[config.mk]
export PLATFORM = sky130hd
export DESIGN_NAME = crc32_sat_counter
export DESIGN_NICKNAME = d
export VERILOG_FILES = /design/src/rtl/crc32_sat_counter.sv
export SDC_FILE = /design/constraint.sdc
export NUM_CORES = 1
export LEC_CHECK = 0
export CAP_MARGIN = 0
export CORE_UTILIZATION = 43
export CTS_BUF_LIST = sky130_fd_sc_hd__clkbuf_4 sky130_fd_sc_hd__clkbuf_8 sky130_fd_sc_hd__clkbuf_16
export DETAILED_ROUTE_END_ITERATION = 16
export GPL_TIMING_DRIVEN = 0
export PLACE_DENSITY_LB_ADDON = 0.2
export SYNTH_ARGS = -nofsm -noshare
export SYNTH_HDL_FRONTEND = slang
export SYNTH_SLANG_ARGS = --single-unit
export TNS_END_PERCENT = 1
[constraint.sdc]
create_clock -name sys_clk -period 1.8 [get_ports sys_clk]
set_clock_uncertainty 0.2 [all_clocks]
set_input_delay 0.36 -clock sys_clk [delete_from_list [all_inputs] [get_ports sys_clk]]
set_output_delay 0.36 -clock sys_clk [all_outputs]
set_load 0.01 [all_outputs]
[src/rtl/crc32_sat_counter.sv]
// crc32_sat_counter: W-bit incrementer that sticks at all-ones.
module crc32_sat_counter #(
  parameter int W = 16
) (
  input  logic         sys_clk,
  input  logic         sys_rst_n,
  input  logic         inc_i,
  output logic [W-1:0] cnt_o
);
  logic [W-1:0] cnt_q;
  always_ff @(posedge sys_clk or negedge sys_rst_n)
    if (!sys_rst_n) cnt_q <= '0;
    else if (inc_i && !(&cnt_q)) cnt_q <= cnt_q + 1'b1;
  assign cnt_o = cnt_q;
endmodule

Word level (Yosys, flattened, before mapping). Cells that the tools add are included.

Add/sub/neg operators: 1. Multipliers: 0. Divide/modulo/power cells: 0. $lt $le $gt $ge: 0. Equal/unequal tests: 0. Shifts and indexed selects: 0. Mux-type cells: 0. Bitwise logic cells: 0. Reductions and logical operators: 3.

Operators with widths (number): $add 16x1->16 const B (1); $reduce_and 16->1 (1); $logic_and 1x1->1 (1); $logic_not 1->1 (1).

Bits in registers: 16. Latch bits: 0. Bits in writable memories: 0. Memory bits (read-only): 0. Output and inout port bits: 16. Memories kept: 0.

Depth between registers and ports, before layout.
Depth after elaboration: 3. Mapped depth: 5.

Worst setup path after synthesis. Ideal clock, no wire load.

Path kind: register -> register. Start point: register cnt_q[0], in the netlist cnt_o[0]. End point: register cnt_q[1], in the netlist cnt_o[1]. Library setup time: 125 ps. Arrival: 1553 ps. Setup slack: -78 ps. Stages on the path, launching flop included: 6. Path buffers: 0. Cell sequence: dfrtp_1 -> ha_1 -> nand3_1 -> nor4_4 -> nand2b_1 -> mux2_2.

Cells in the longest elaborated chain, start to end: 3. Elaborated cells on any way between the ends: 4. Classes of those cells: add/sub: 1; reduce/logical: 3.

RTL lines: from (decl) (RTL line 10) `logic [W-1:0] cnt_q;`; from (signal assigned) (RTL line 13) `else if (inc_i && !(&cnt_q)) cnt_q <= cnt_q + 1'b1;`; branches (longest 3 deep; another with $add 16x1->16).

Parallel ways; which one is timed is not known. A chain may end at the register's enable or synchronous reset.

Final worst setup path.
Start point: register cnt_q[5], in the netlist cnt_o[5]. End point: register cnt_q[14], in the netlist cnt_o[14].

The elaborated chain is that of the path after synthesis.

==> results.md <==
* GRT overflow at 0
* Die width at 46.2 µm
* CTS Buffer Depth at 2
* Crit Path Category: reg2reg
* Number of global-route vias before repair at a little under 600
* Routability cong. at 0.778
* Mapped Nets at 79
* # setup viols final at 0
* Final #Nets at around 110
* Yosys top cell area share at 47.6%
* Synth Cell Area at 841 µm²
* Adder-cell share of the synthesized area at 1.49%
* Starting density of the core at 47.2%
* Crit path DAT at 1.71 ns
* Top cells by area, synth: dfrtp_1 48%, xor2_1 8.3%, mux2_2 5.4%, nand3_1 3.6%, xnor2_1 3.1%
* Minimum clock period at 1.74 ns
* Final slew viol count at 0
* WL final at 1680 µm
* Final hold violation count at 0
* Reg2Reg Capture Point: cnt_o[14]
* FF-to-FF setup slack at around 0.058 ns
* Drt wl/cell at 13.1 µm
* Slew headroom at between 50% and 60%
* Async set-reset flop share out of synthesis at 100%
* Chip Height at 46.2 µm
* Area grow syn2layout at 40.3%
* Largest net degree at the start of global routing at 17
* Pre-Repair DR Iteration Count at 4
* Synth Warn # at 0
* Root Buffer: clkbuf_4
* Commonest cells post-synth: 16 x dfrtp_1, 8 x xor2_1, 6 x nand3_1, 6 x nor2_1, 5 x nor3_1
* Rows at 15
* # clock sinks at 16
* R2r startpoint: cnt_o[5]
* RSZ-0062 raised after global routing: true
* Internal power at a little under 0.8 mW
* Req. time, crit path at 1.77 ns
* Worst hold path type: in2async
* Register area at 414 µm²
* Ant. Diodes at 0
* Total CTS buffers at 3
* Die area at around 2100 µm²
* Most common cell in the synthesized netlist: dfrtp_1
* Register share of total power at roughly 49%
* Pleak at 0.597 nW
* Crit path launch type: flip-flop
* CTS H-tree depth at 1
* Max reg flops at 16
* Layout cells sized above 1 at 36.9%
* Power Density at 1030 nW/µm²
* Clk Latency, worst-skew pair at 0.29 ns
* Status: finished clean
* Clock transition at the registers of the reported paths at ~0.10 ns
* Peak Freq at 574 MHz
* Number of DRC markers in iteration 0 at 6
* Part of the power in combinational logic at 33.4%
* Worst-case reg-to-reg path depth at 5
* First-pass GRT wire length at 2750 µm
* Sw power at 0.436 mW
* Post-synth EDFFs at 0
* Multi-input combinational cell area at slightly below 500 µm²
* Design Area, Final at 1180 µm²
* Area fraction in compound gates after synthesis at 2.68%
* Crit. End Element: flip-flop
* Proportion of synthesized area in mux cells at 5.36%
* Sw frac at 35.9%
* Post-Synth Simple-Gate Area at a little under a third
* Register area share after synthesis at 47.6%
* Clock Power Share at between 10% and 20%
* Setup TNS at 0 ns
* Area leader, netlist: dfrtp_1
* Syn Area/Cell at 11.2 µm²
* Tot Pwr at 1.21 mW
* Routed vias/inst at 5.17
* Fin crit share at between 90% and 100%
* Worst vdd ir at around 750 µV
* I/O pins at 19
* Slew @ Worst Pin at 0.718 ns
* # DRC at 0
* DP Worst Slack at -0.393 ns
* Antenna violations before repair at 0
* Distinct cells, synth at 24
* Placement Cell Area at between 1000 and 1500 µm²
* TritonCTS clock tree: done
* Via count at 662
* DRT antenna net count at 0
* Total track usage at between 10% and 20%
* Post-Syn Instances at 75
* Yosys reg bits at 16
* Post-layout util at 66.2%
* Crit Path Max Fanout at 6
* Post-Synth XOR/XNOR Area at 11.5%
* Main combinational cell family by area after synthesis: simple AND/OR/NAND/NOR gates
* Core Box Area at 1780 µm²
* PortBufs at 18
* Ys flop type: dfrtp_1
* Setup WS post-layout at 0.0576 ns
* DP Wirelength at between 1000 and 1500 µm
* Fillers at 158
* Maxcap violations at 0
worst max-delay path by stage:
stage / start / end / slack [ns]
detailed placement: inc_i / cnt_o[15] / -0.39
floorplan: cnt_o[1] / cnt_o[1] / -0.07
global route: cnt_o[5] / cnt_o[15] / -0.02
finish: cnt_o[5] / cnt_o[14] / 0.06
CTS: cnt_o[14] / cnt_o[1] / -0.002
global placement: inc_i / cnt_o[15] / -0.40
area by class of cell:
| class | instances | share of cell area, % |
|---|---|---|
| multi-input combinational | 57 | 41.4 |
| timing repair buffer | 24 | 17.6 |
| clock buffer | 4 | 2.55 |
| sequential | 16 | 35.1 |
| buffer | 1 | 0.424 |
| inverter | 1 | 0.318 |
| tap | 25 | 2.65 |
timing repair:
action	4_1_cts	5_1_grt
resized for setup	25	7
hold buffers	0	0
setup endpoints to repair	25	7
endpoints found under the hold margin	0	0
pin swaps	1	0
buffers inserted	6	0
layout by cell type, fill, tap and decap left out, types with 2 or more instances in the layout:
master | synthesis | routed
o21ai_0 | 2 | 2
nand3_2 | 0 | 2
nor2_1 | 6 | 6
mux2_2 | 4 | 3
nand2_1 | 4 | 4
buf_4 | 0 | 6
nor4_2 | 2 | 2
xnor2_1 | 3 | 3
and4_1 | 2 | 2
clkbuf_4 | 0 | 4
nand4_1 | 3 | 3
nand3_1 | 6 | 4
dfrtp_1 | 16 | 5
dfrtp_2 | 0 | 11
dlygate4sd2_1 | 0 | 16
nor3_1 | 5 | 4
nand4_4 | 1 | 3
xor2_1 | 8 | 8
worst max-delay path, cell delays in order, from the launching register on:
cell and delay (ns):
dfrtp_2 0.45, nand4_4 0.12, or2_0 0.22, buf_2 0.16, nor3_2 0.12, mux2_2 0.34
per-stage QoR:
stage	cells	hold WS [ns]
floorplan	75	-0.136
global route	128	0.347
global placement	118	0.305
detailed placement	118	0.308
finish	128	0.291
CTS	128	0.315
per-layer routing:
| layer | vias to the layer above | share of wire, % | global-route usage, % |
|---|---|---|---|
| li1 | 328 | - | - |
| met1 | 316 | 47 | 25.0 |
| met2 | 16 | 47 | 27.6 |
| met3 | 2 | 4.1 | 4.71 |
| met4 | 0 | 1.3 | 8.82 |
| met5 | - | 0 | 0 |
cells by family after synthesis:
group | after synthesis
flip-flops | 16
AO/OA/AOI/OAI | 4
adder cells (fa/ha/maj) | 1
multiplexers | 4
buffers and inverters | 2
AND/OR/NAND/NOR | 37
XOR/XNOR | 11
power by group through the flow:
stage	sequential, mW	clock, mW	combinational, mW
2_1_floorplan	0.593	0	0.164
3_3_place_gp	0.575	0	0.387
3_5_place_dp	0.577	0	0.391
4_1_cts	0.568	0.217	0.388
5_1_grt	0.614	0.232	0.445
6_report	0.596	0.212	0.405
(Power assumes the default switching activity.)
